## config.mk

```make
export PLATFORM = sky130hd
export DESIGN_NAME = pc_stack_unit
export DESIGN_NICKNAME = d
export VERILOG_FILES = /design/src/rtl/pc_stack_unit.sv
export SDC_FILE = /design/constraint.sdc
export NUM_CORES = 1
export LEC_CHECK = 0
export CORE_AREA = 2 2 231 233
export CTS_CLUSTER_SIZE = 20
export DETAILED_ROUTE_END_ITERATION = 10
export DIE_AREA = 0 0 233 235
export DONT_BUFFER_PORTS = 1
export GPL_ROUTABILITY_DRIVEN = 0
export PLACE_DENSITY_LB_ADDON = 0.15
export SETUP_SLACK_MARGIN = 0.05
export SYNTH_ARGS = -nofsm -noshare
export SYNTH_HDL_FRONTEND = slang
export SYNTH_SLANG_ARGS = --single-unit
```

## constraint.sdc

```tcl
create_clock -name clk -period 10.5 [get_ports clk]
set_input_delay 1.575 -clock clk [delete_from_list [all_inputs] [get_ports clk]]
set_output_delay 1.575 -clock clk [all_outputs]
set_load 0.01 [all_outputs]
```

## src/rtl/pc_stack_unit.sv

```systemverilog
// Program counter with an integrated return-address stack.
// The PC is updated once per clock from the op code; calls push the
// sequential address onto a circular return stack and returns pop it.
// The stack silently overwrites its oldest entry on overflow and returns
// the sequential address on underflow; both cases set a sticky error flag.
module pc_stack_unit #(
  parameter int               WIDTH       = 32,
  parameter int               RAS_DEPTH   = 8,
  parameter logic [WIDTH-1:0] RESET_VEC   = '0,
  parameter int               INSTR_BYTES = 4
) (
  input  logic                         clk,
  input  logic                         rst,
  input  logic                         stall,
  input  logic [2:0]                   op,
  input  logic [WIDTH-1:0]             pc_in,
  output logic [WIDTH-1:0]             pc_out,
  output logic [WIDTH-1:0]             pc_seq,
  output logic [WIDTH-1:0]             ras_top,
  output logic [$clog2(RAS_DEPTH):0]   ras_count,
  output logic                         ras_empty,
  output logic                         ras_full,
  output logic                         ras_err
);

  // RAS_DEPTH must be a power of two (>= 2) so the top pointer wraps
  // naturally at PW bits.
  localparam int PW = $clog2(RAS_DEPTH);
  localparam int CW = PW + 1;

  localparam logic [2:0] OP_HOLD    = 3'b000;
  localparam logic [2:0] OP_INC     = 3'b001;
  localparam logic [2:0] OP_LOAD    = 3'b010;
  localparam logic [2:0] OP_REL     = 3'b011;
  localparam logic [2:0] OP_CALL_A  = 3'b100;
  localparam logic [2:0] OP_CALL_R  = 3'b101;
  localparam logic [2:0] OP_RET     = 3'b110;

  localparam logic [WIDTH-1:0] STEP = WIDTH'(INSTR_BYTES);

  logic [WIDTH-1:0] pc_q;
  logic [PW-1:0]    top_q;
  logic [CW-1:0]    count_q;
  logic             err_q;
  logic [WIDTH-1:0] mem [RAS_DEPTH];

  logic [WIDTH-1:0] rel_tgt;
  logic [PW-1:0]    top_nxt;
  logic             do_push;

  // pc_in is a signed instruction offset; modulo-2^WIDTH arithmetic makes
  // the two's-complement interpretation fall out of a plain multiply/add.
  assign pc_seq    = pc_q + STEP;
  assign rel_tgt   = pc_q + (pc_in * STEP) + STEP;
  assign top_nxt   = top_q + PW'(1);
  assign do_push   = !stall && (op == OP_CALL_A || op == OP_CALL_R);

  assign pc_out    = pc_q;
  assign ras_count = count_q;
  assign ras_empty = (count_q == '0);
  assign ras_full  = (count_q == CW'(RAS_DEPTH));
  assign ras_err   = err_q;
  assign ras_top   = ras_empty ? '0 : mem[top_q];

  // Stack storage: written on push only, never reset (stale entries are
  // hidden by ras_count).
  always_ff @(posedge clk) begin
    if (do_push) begin
      mem[top_nxt] <= pc_seq;
    end
  end

  // PC, stack pointer, occupancy and sticky error update.
  always_ff @(posedge clk or posedge rst) begin
    if (rst) begin
      pc_q    <= RESET_VEC;
      top_q   <= '0;
      count_q <= '0;
      err_q   <= 1'b0;
    end else if (!stall) begin
      case (op)
        OP_INC:  pc_q <= pc_seq;
        OP_LOAD: pc_q <= pc_in;
        OP_REL:  pc_q <= rel_tgt;
        OP_CALL_A, OP_CALL_R: begin
          pc_q  <= (op == OP_CALL_A) ? pc_in : rel_tgt;
          top_q <= top_nxt;
          // On overflow the pointer still advances, so the write lands on
          // the oldest entry and the count stays saturated.
          if (ras_full) begin
            err_q <= 1'b1;
          end else begin
            count_q <= count_q + CW'(1);
          end
        end
        OP_RET: begin
          if (ras_empty) begin
            pc_q  <= pc_seq;
            err_q <= 1'b1;
          end else begin
            pc_q    <= mem[top_q];
            top_q   <= top_q - PW'(1);
            count_q <= count_q - CW'(1);
          end
        end
        default: ;  // hold and reserved leave everything unchanged
      endcase
    end
  end

endmodule

```

### After elaboration in Yosys (flattened, before gate mapping)

Memories as Yosys holds them, arrays and structs flattened.
Index checks and enable logic that the tools add are counted.

* memories kept: 1
* bits in registers: 40
* logic and storage cells: 49
* memory bits (writable): 256

Memory list
* mem: depth 8, width 32, rd ports 1, clocked after memory_dff 0, write ports 1, line 45 `logic [WIDTH-1:0] mem [RAS_DEPTH];`

* equality and inequality tests: 11
* reductions and logical operators: 11
* add/subtract/negate cells: 7
* bitwise logic cells: 1
* muxes and demuxes: 14

Operator list (number)
* $pmux W32 S5: 1
* $mux W32: 3
* $add A32 B3 Y32 const B: 2
* $add A32 B32 Y32: 1
* $eq A3 B3 Y1 const B: 3
* $mux W4: 2
* $ne A2 B2 Y1 const B: 4
* $pmux W4 S2: 1
* $reduce_and A4 Y1: 2
* $eq A3 B2 Y1 const B: 2
* $pmux W3 S2: 1
* $reduce_bool A5 Y1: 1
* $add A4 B1 Y4 const B: 1
* $eq A4 B4 Y1 const B: 1
* $logic_not A4 Y1: 1
* $mux W1: 4
* $sub A4 B1 Y4 const B: 1
* $add A3 B1 Y3 const B: 1
* $eq A3 B1 Y1 const B: 1
* $mux W3: 1
* $reduce_and A3 Y1: 1
* $sub A3 B1 Y3 const B: 1
* $pmux W1 S2: 1
* $reduce_and A2 Y1: 1
* other kinds (6): 6

### Depth between registers and ports, before layout

Gate-level depths: netlist of the first run.

* word-level depth: 5
* gate-level depth with buffers: 14

### Worst setup path after synthesis of the first run

Ideal clock, no wire load.

* kind: input to register
* start: input op[2]
* end: memory mem[1][0] (enable)
* data arrival time: 4618 ps
* path slack: 5421 ps
* buffers on the path: 1
* cell stages on the path: 4
* cell sequence: clkbuf_1 -> nand2b_1 -> or3_1 -> nor3_1

* word-level cells in the longest chain between the ends: 5
* elaborated cells between the ends (all ways): 6
* classes of those cells: 2 x eq/ne; 2 x mux; 2 x reduce/logical

RTL lines
* start: declaration: line 15 `input logic [2:0] op,`
* $eq A3 B3 Y1: line 56 `assign do_push = !stall && (op == OP_CALL_A || op == OP_CALL_R);`
* $logic_or A1 B1 Y1 *: line 56
* $logic_and A1 B1 Y1 *: line 56
* $mux W1 *: line 68 `if (do_push) begin`
* $mux W1 (not written as such) *: line 69 `mem[top_nxt] <= pc_seq;`
* end: declaration: line 45

Every way passes the cells marked *; elsewhere a longest branch is shown, timed or not.

### Worst setup path after layout of the first run

* start: register top_q[0]
* end: output ras_top[15]

* word-level cells in the longest chain between the ends: 2

RTL lines
* start: declaration: line 42 `logic [PW-1:0] top_q;`
* start signal: assignment: line 87 `top_q <= top_nxt;`
* start signal: assignment: line 102 `top_q <= top_q - PW'(1);`
* $mem_v2 Z8 W32
* $mux W32: line 63 `assign ras_top = ras_empty ? '0 : mem[top_q];`
* end: declaration: line 19 `output logic [WIDTH-1:0] ras_top,`

Every way passes these cells.

==> results of run 1 <==
routing by layer:
layer | routed length [um] | GRT usage
met2 | 22910 | 0.2865
met1 | 22350 | 0.2494
met5 | 0 | 0
met4 | 1105 | 0.04536
met3 | 2597 | 0.03167
worst min-delay path by stage:
| stage | end | slack, ps | cells past startpoint |
|---|---|---|---|
| 3_3_place_gp | ras_count[3] | 570 | 1 |
| 4_1_cts | ras_count[3] | 590 | 1 |
| 6_report | ras_count[3] | 590 | 1 |
| 5_1_grt | ras_count[3] | 630 | 1 |
| 3_5_place_dp | ras_count[3] | 580 | 1 |
| 2_1_floorplan | ras_err | 510 | 1 |
layout make-up:
type / instances / area (um^2)
clock inverter: 16 / 107.6
tap: 688 / 860.8
fill: 5121 / 35360
multi-input combinational: 721 / 6020
clock buffer: 41 / 833.3
inverter: 25 / 93.84
timing repair buffer: 35 / 262.8
sequential: 296 / 8697
cells in the mapped netlist, drive strengths merged (3+ instances only):
library cell	n	area (um^2)
o21bai	3	22.52
a21boi	4	33.78
and4	8	75.07
buf	28	192.7
a221oi	15	131.4
o22ai	6	37.54
nand2	76	287.8
a31oi	8	50.05
a221o	6	60.06
a211oi	9	72.57
nor4	4	31.28
o31ai	7	52.55
and3	5	32.53
mux2	3	33.78
nand4	13	81.33
nand2b	4	25.02
or3	7	43.79
o211ai	4	30.03
xor2	22	192.7
a21o	11	82.58
o31a	3	26.28
clkbuf	30	132.6
a21oi	76	391.6
mux4	64	1441
edfxtp	256	7687
o221a	3	33.78
dfrtp	40	1001
mux2i	31	310.3
ha	62	775.7
nand3	21	117.6
nor2b	5	31.28
nor3	12	70.07
a211o	3	26.28
and2	6	37.54
a22oi	4	30.03
xnor2	34	297.8
o21a	14	106.4
nor2	94	355.3
inv	25	93.84
o21ai	46	230.2
logic make-up (layout without fill, tap and decap cells):
kind of cell,after synthesis,count (layout)
muxes,98,98
buffers and inverters,83,117
adders and majority gates,65,65
AOI/OAI and AO/OA,240,240
DFF,296,296
and+or+nand+nor,262,262
xor gates and xnor gates,56,56
worst max-delay path, stage by stage (launching register included):
cell	delay (ps)
dfrtp_4	840
buf_4	770
mux4_2	580
mux2_2	290
and2_1	240
flip-flops by register name (all words and copies together) (netlist names):
name / flops
ras_count: 4
top_q: 3
ras_err: 1
pc_out: 32
mem: 256
power breakdown:
group          switching [mW]  total, mW  internal, mW  leakage, nW
registers               0.317       1.86          1.54         2.76
logic                    1.29       2.06         0.765         2.52
clock network           0.464       1.04         0.578        0.443
total                    2.08       4.96          2.89         5.73
placed cells by master, fill, tap and decap left out, types with 4 or more instances in the layout:
| cell type | synthesis | layout |
|---|---|---|
| edfxtp_1 | 256 | 256 |
| nor2_1 | 93 | 86 |
| nand2_1 | 75 | 75 |
| a21oi_1 | 75 | 75 |
| mux4_2 | 64 | 64 |
| ha_1 | 62 | 62 |
| dfrtp_1 | 40 | 37 |
| buf_4 | 7 | 35 |
| xnor2_1 | 34 | 34 |
| mux2i_1 | 31 | 31 |
| clkbuf_16 | 0 | 31 |
| o21ai_0 | 30 | 30 |
| xor2_1 | 22 | 22 |
| inv_1 | 22 | 21 |
| nand3_1 | 20 | 20 |
| o21ai_1 | 16 | 16 |
| a221oi_1 | 15 | 15 |
| nand4_1 | 13 | 13 |
| o21a_1 | 13 | 13 |
| a21o_1 | 11 | 11 |
| clkinv_1 | 0 | 9 |
| a31oi_1 | 8 | 8 |
| nor3_1 | 10 | 8 |
| a211oi_1 | 8 | 8 |
| clkbuf_1 | 28 | 8 |
| or3_1 | 7 | 7 |
| and4_1 | 6 | 6 |
| o22ai_1 | 6 | 6 |
| o31ai_1 | 7 | 6 |
| a221o_1 | 6 | 6 |
| nor2_4 | 0 | 6 |
| nor2b_1 | 5 | 5 |
| and2_1 | 5 | 5 |
| o211ai_1 | 4 | 4 |
| inv_2 | 3 | 4 |
| and3_1 | 4 | 4 |
| nand2b_1 | 4 | 4 |
| a22oi_1 | 4 | 4 |
| clkinvlp_4 | 0 | 4 |
==> flow_summary.ini, run 1 <==
[status]
outcome = complete, no violations

[detailed_routing]
firstDrtPassIters = 5
wl_per_cell_um = 26.87
vias = 9690
antenna_left = 0
vias_per_cell = 5.318
drt-total-wl_mm = 48.96
drc = 0
first_iter_violations = 788

[cells_and_area]
fin_nets = 1212
post-route-util = 0.3231
antenna_cells = 0
area_delta_synth_final_pct = 12.13
fin_area_um2 = 16870
fin_cells = 1822
layout-drive-gt1-share = 0.1543

[grt]
track_usage = 0.1786
grt_pass1_wl_mm = 71.90
grt_max_degree = 41
antenna_found_initial = 0
grt_pass1_vias = 9935
grt-ovfl-total = 0

[setup_path]
setup.worst_path.start = top_q[0]
worstPathRequired_ps = 8930
regToRegSetupSlack_ps = 6550
crit_type = flop to output pin
critPathCapture = ras_top[15]
arrival_ps = 3330
startpoint_type = flop
rr_endpoint = mem[5][5]
cp-end-kind = output pin
r2r-start = top_q[1]
cp_max_fo = 39
r2r.worst_path.cells = 6

[floorplan]
fp.dieH_um = 235
coreArea_um2 = 52240
die_w_um = 233
dieArea_um2 = 54760
num_rows = 84
num_io_pins = 141
start_util = 0.2881

[hold_path]
hold_path_class = flop to flop
hold_start = ras_count[3]

[synthesis]
muxShareOfSynthArea = 0.1186
synth_cell_types = 81
synth_top_family_by_area = multiplexers
synth_nets = 1202
syn_area_um2 = 15050
yosys.area_share.simple = 0.08256
synth_seq_cells = 296
synth_compound_area_frac = 0.1062
yosysWarnings = 0
syn_inst = 1100
synth_edf_count = 256
synth_ff_type = edfxtp_1
yosys.area_share.adder = 0.05487
ys_seq_area_frac = 0.5773
synth_area_per_cell_um2 = 13.68
synth_xor_area_frac = 0.03259
async_reset_ff_frac = 0.1351

[cts]
cts_made_buffers = 31
cts_tree = built
clk_latency_ps = 590
cts.sinks = 296
post_cts_buffers = 0
cts-resized-gates = 0
cts_hold_buf = 0
cts_root_buffer = clkbuf_16
h-tree-depth = 1
cts_buffer_depth = 3
path_clk_slew_ps = 60

[sta]
finalWorstSetupSlack_ps = 5592
fmax_mhz = 203.8
hold_viol_final = 0
slew_viol_final = 0
slew_headroom = 0.1530
setup_viol = 0
tightest_slew_ps = 1261
rsz0062_at_grt = false
hold_ws_ps = 585.5
tns_ps = 0
post-route-period-util = 0.4674
timing.final.crit_period_ps = 4908
skew_ps = 22.81

[pwr]
finalPower_mw = 4.962
peakVddDrop_uv = 151.3
power.static_leakage_nw = 5.729
p_per_area_nw_per_um2 = 294.0

[place]
dp_hpwl_mm = 33.69
placed_area_um2 = 15930
dp_slack_ps = 5949
io_buffers = 0
dp.cells = 1765

[flow_run]
max_cap_viol_count = 0
Power figures use the tool's default switching activity.
==> inputs of run 2 (changes only) <==
==> constraint.sdc (replaced) <==
create_clock -name clk -period 4.3 [get_ports clk]
set_input_delay 0.645 -clock clk [delete_from_list [all_inputs] [get_ports clk]]
set_output_delay 0.645 -clock clk [all_outputs]
set_load 0.01 [all_outputs]
==> run 2 against run 1 <==
Against the previous run: global-route usage down 0.060 points; via count increased by 1.4%; flip-flop and latch count unchanged; clock power rose to 2.9 times the previous value; largest cell class unchanged; highest routed layer unchanged; sequential share of layout area fell by 1.3 points; critical path depth grew 2; wire length rose by 0.20%.
==> flow_summary.ini, run 2 (synthesis results as in run 1) <==
[cells_and_area]
final_cell_mix = 256 x edfxtp_1, 86 x nor2_1, 75 x nand2_1, 75 x a21oi_1, 64 x mux4_2
largest-register = mem
largest_reg_flops = 256
fin_area_um2 = 17300
fin_nets = 1235
layout-drive-gt1-share = 0.1784
layout_commonest_cell = edfxtp_1
antenna_cells = 0
area_delta_synth_final_pct = 14.97
nFillCells = 5058

[hold_path]
hold_path_class = input port to asynchronous set/reset pin

[detailed_routing]
antenna_left = 0
first_iter_violations = 709
firstDrtPassIters = 5
drc = 0
vias_per_cell = 5.314
drt-total-wl_mm = 49.05
vias = 9821
wl_per_cell_um = 26.54

[sta]
setup_viol = 0
slew_viol_final = 0
timing.final.crit_period_ps = 3727
hold_viol_final = 0
skew_ps = 12.01
fmax_mhz = 268.3
slew_headroom = 0.1538
tns_ps = 0
post-route-period-util = 0.8668
rsz0062_at_grt = false
tightest_slew_ps = 1260

[cts]
cts_tree = built
h-tree-depth = 2
cts_hold_buf = 0
cts.sinks = 296
cts_made_buffers = 36
post_cts_buffers = 0
cts_root_buffer = clkbuf_16
cts_buffer_depth = 3
cts-resized-gates = 0
path_clk_slew_ps = 60
clk_latency_ps = 530

[setup_path]
cp-end-kind = output pin
crit_type = flop to output pin
startpoint_type = flop
cp_max_fo = 9
worstPathRequired_ps = 3650
arrival_ps = 3080

[pwr]
power.static_leakage_nw = 5.959
netSwitchingPower_mw = 5.247
seqPwrFrac = 0.341
p_int_mw = 7.506
p_clk_frac = 0.236
peakVddDrop_uv = 292.8
comb_power_share = 0.423
swShare = 0.4115
p_per_area_nw_per_um2 = 737.1

[grt]
grt_pass1_vias = 9980
track_usage = 0.1780
grt_max_degree = 37
grt-ovfl-total = 0
antenna_found_initial = 1
grt_pass1_wl_mm = 71.48

[floorplan]
coreArea_um2 = 52240
num_rows = 84
dieArea_um2 = 54760
start_util = 0.2881
num_io_pins = 141
die_w_um = 233
fp.dieH_um = 235

[place]
io_buffers = 0
placed_area_um2 = 16140
dp_hpwl_mm = 34.79

[status]
outcome = complete, no violations

[flow_run]
max_cap_viol_count = 0
[run 2: changes by cell type in the layout (fill, tap and decap cells not counted)]
cell / change
buf_4: +12
clkbuf_16: +7
clkinv_1: -7
buf_12: +6
clkinv_2: +6
clkinvlp_4: -2
bufinv_16: +1
clkbuf_1: +1
clkinv_8: +1
dfrtp_2: +1
dfrtp_4: -1
inv_8: +1
nor3_2: +1
nor3_4: -1
[run 2: final timing paths]
kind	startpoint	end	slack [ps]	depth (start not counted)
setup reg to reg	pc_out[2]	pc_out[29]	590	14
setup / recovery	pc_out[3]	pc_seq[30]	570	6
hold reg to reg	ras_count[3]	ras_count[3]	570	1
max in group asynchronous	rst	pc_out[10]	3440	2
min in group clk	stall	top_q[2]	330	2
hold / removal	rst	pc_out[28]	60	1
[run 2: metal layers]
metal / wire length [um] / global-route usage
met1: 21480 / 0.2409
met2: 23670 / 0.2926
met3: 2758 / 0.03216
met4: 1152 / 0.04787
met5: 0 / 0
[run 2: metrics by stage]
step | total power [mW] | util | hold slack [ps] | worst slack [ps] | instances
2_1_floorplan | 7.912 | - | 511.7 | -122.8 | 1100
3_3_place_gp | 9.825 | 0.3089 | 571.4 | 717.1 | 1783
3_5_place_dp | 9.845 | 0.3089 | 564.3 | 623.7 | 1783
6_report | 12.75 | 0.3312 | 59.59 | 572.9 | 1848
4_1_cts | 12.89 | 0.3312 | 60.14 | 561.7 | 1848
5_1_grt | 13.43 | 0.3312 | 69.21 | 353.6 | 1848
[run 2: power groups by stage]
stage / logic (mW) / registers (mW) / clock network [mW]
3_5_place_dp: 5.42 / 4.42 / 0
6_report: 5.39 / 4.35 / 3.01
5_1_grt: 5.84 / 4.41 / 3.18
2_1_floorplan: 3.79 / 4.12 / 0
4_1_cts: 5.44 / 4.36 / 3.08
3_3_place_gp: 5.41 / 4.42 / 0
[run 2: worst max-delay path: stages (launching register included)]
cell,delay (ps)
dfrtp_1,500
ha_1,340
and4_1,330
and4_1,450
nand2_2,160
nor2_1,240
xnor2_1,530
[run 2: final cells by class]
class / instances / area, um^2 / area share
inverter: 25 / 93.84 / 0.005424
sequential: 296 / 8695 / 0.5025
timing repair buffer: 53 / 473.0 / 0.02734
clock inverter: 16 / 153.9 / 0.008895
multi-input combinational: 721 / 6013 / 0.3476
clock buffer: 49 / 1012 / 0.05850
tap: 688 / 860.8 / 0.04975
==> inputs of run 3 (changes only) <==
==> constraint.sdc (replaced) <==
create_clock -name clk -period 4.3 [get_ports clk]
set_input_delay 0.645 -clock clk [delete_from_list [all_inputs] [get_ports clk]]
set_output_delay 0.645 -clock clk [all_outputs]
set_load 0.1 [all_outputs]
==> run 3 against run 2 <==
Against the previous run: final cell count grew 3.8%; critical path depth grew 1; global-route usage grew 0.77 points; register-to-register slack gained 280 ps; non-clock buffer count grew 74; final area grew 7.8%; fmax shrank 5.3%; first-iteration DRC count grew 10%; flip-flop and latch count is the same; clock skew grew 13 ps; utilization grew 2.6 points.
==> flow_summary.ini, run 3 (synthesis results as in run 1) <==
[hold_path]
hold_path_class = input port to flop
hold_depth = 2
hold_start = stall
min_to = top_q[0]

[setup_path]
startpoint_type = flop
cp_max_fo = 10
arrival_ps = 3290
cp-end-kind = output pin
setup.worst_path.start = pc_out[3]
worstPathRequired_ps = 3650
r2r.worst_path.cells = 12
critPathSlowestCell = nor3b_1
crit_chain = ha_1 -> and4_1 -> and4_1 -> nand3_1 -> nor3b_1 -> xor2_4 -> buf_4
cp_slowest_stage_delay_ps = 530
crit_type = flop to output pin
regToRegSetupSlack_ps = 870
cpMostUsedCell = and4_1
r2r-start = pc_out[3]
rr_endpoint = pc_out[29]

[cts]
cts_tree = built
cts_buffer_depth = 3
cts-resized-gates = 0
cts_made_buffers = 35
h-tree-depth = 2
clk_latency_ps = 540
cts_hold_buf = 1
post_cts_buffers = 0
cts.sinks = 296
cts_root_buffer = clkbuf_16
path_clk_slew_ps = 70

[sta]
rsz0062_at_grt = false
fmax_mhz = 254.2
post-route-period-util = 0.9150
slew_viol_final = 0
timing.final.crit_period_ps = 3935
hold_viol_final = 0
tightest_slew_ps = 1203
setup_viol = 0
skew_ps = 24.90
slew_headroom = 0.1971

[floorplan]
fp.dieH_um = 235
num_io_pins = 141
start_util = 0.2881
num_rows = 84
dieArea_um2 = 54760
die_w_um = 233
coreArea_um2 = 52240

[grt]
track_usage = 0.1857
grt_max_degree = 35
grt-ovfl-total = 0
grt_pass1_vias = 10330
antenna_found_initial = 0
grt_pass1_wl_mm = 74.30

[cells_and_area]
largest-register = mem
antenna_cells = 0
largest_reg_flops = 256
layout-drive-gt1-share = 0.2740
final_cell_mix = 256 x edfxtp_1, 102 x buf_4, 75 x nand2_1, 74 x a21oi_1, 64 x mux4_2
fin_area_um2 = 18650
layout_commonest_cell = edfxtp_1
fin_nets = 1308
area_delta_synth_final_pct = 23.91

[detailed_routing]
first_iter_violations = 783
drt-total-wl_mm = 50.38
vias = 10040
firstDrtPassIters = 5
wl_per_cell_um = 26.27
vias_per_cell = 5.237
antenna_left = 0
drc = 0

[place]
placed_area_um2 = 17500
io_buffers = 0
dp_hpwl_mm = 36.71

[flow_run]
max_cap_viol_count = 0

[status]
outcome = complete, no violations
[run 3: cell types whose count changed in the layout (fill, tap and decap cells not counted), sizes merged]
cell / change
clkinv: -2
clkbuf: -5
buf: +73
inv: -2
bufinv: +2
clkinvlp: +3
dlygate4sd3: +1
[run 3: critical path: cells and delay by family (launching register included)]
kind / cells / cell delay, ps
and+or+nand+nor: 4 / 1480
adders and majority gates: 1 / 230
DFF: 1 / 460
buffers and inverters: 1 / 370
xor gates and xnor gates: 1 / 170
[run 3: worst max-delay path by stage]
stage | cells past startpoint | to | slack [ps]
floorplan | 8 | mem[5][0] | -120
global placement | 12 | pc_out[31] | 820
detailed placement | 12 | pc_out[29] | 750
CTS | 7 | pc_seq[22] | 340
global route | 7 | pc_seq[22] | 190
finish | 7 | pc_seq[22] | 370
[run 3: cell type report]
type	instances	area, um^2
inverters	25	98.84
multi-input cells	721	6540
flip-flops and latches	296	8698
clock buffers	44	909.6
well taps	688	860.8
repair buffers	127	1309
fillers	5011	33590
clock inverters	17	231.5
[run 3: through the flow]
stage	worst slack [ps]	hold slack (ps)	setup TNS, ps	cells	util
final	365.4	314.9	0	1918	0.3570
after global routing	188.7	300.4	0	1918	0.3570
after CTS	337.2	286.4	0	1918	0.3570
after detailed placement	745.7	441.8	0	1856	0.3350
after global placement	823.0	443.1	0	1856	0.3350
after floorplan	-122.8	781.1	-7997	1100	-
[run 3: metal layers]
metal,GRT usage,part of all wire,routed length (um),vias up
met3,0.03714,0.060,3026,50
met2,0.3045,0.48,24260,300
met5,0,0,0,-
met4,0.04478,0.021,1063,0
met1,0.2519,0.44,22030,5175
li1,-,-,-,4519
Power of run 3 is left out: the tool's default activity adds up to more than one toggle a clock period on the data nets, which glitch-free logic cannot reach.
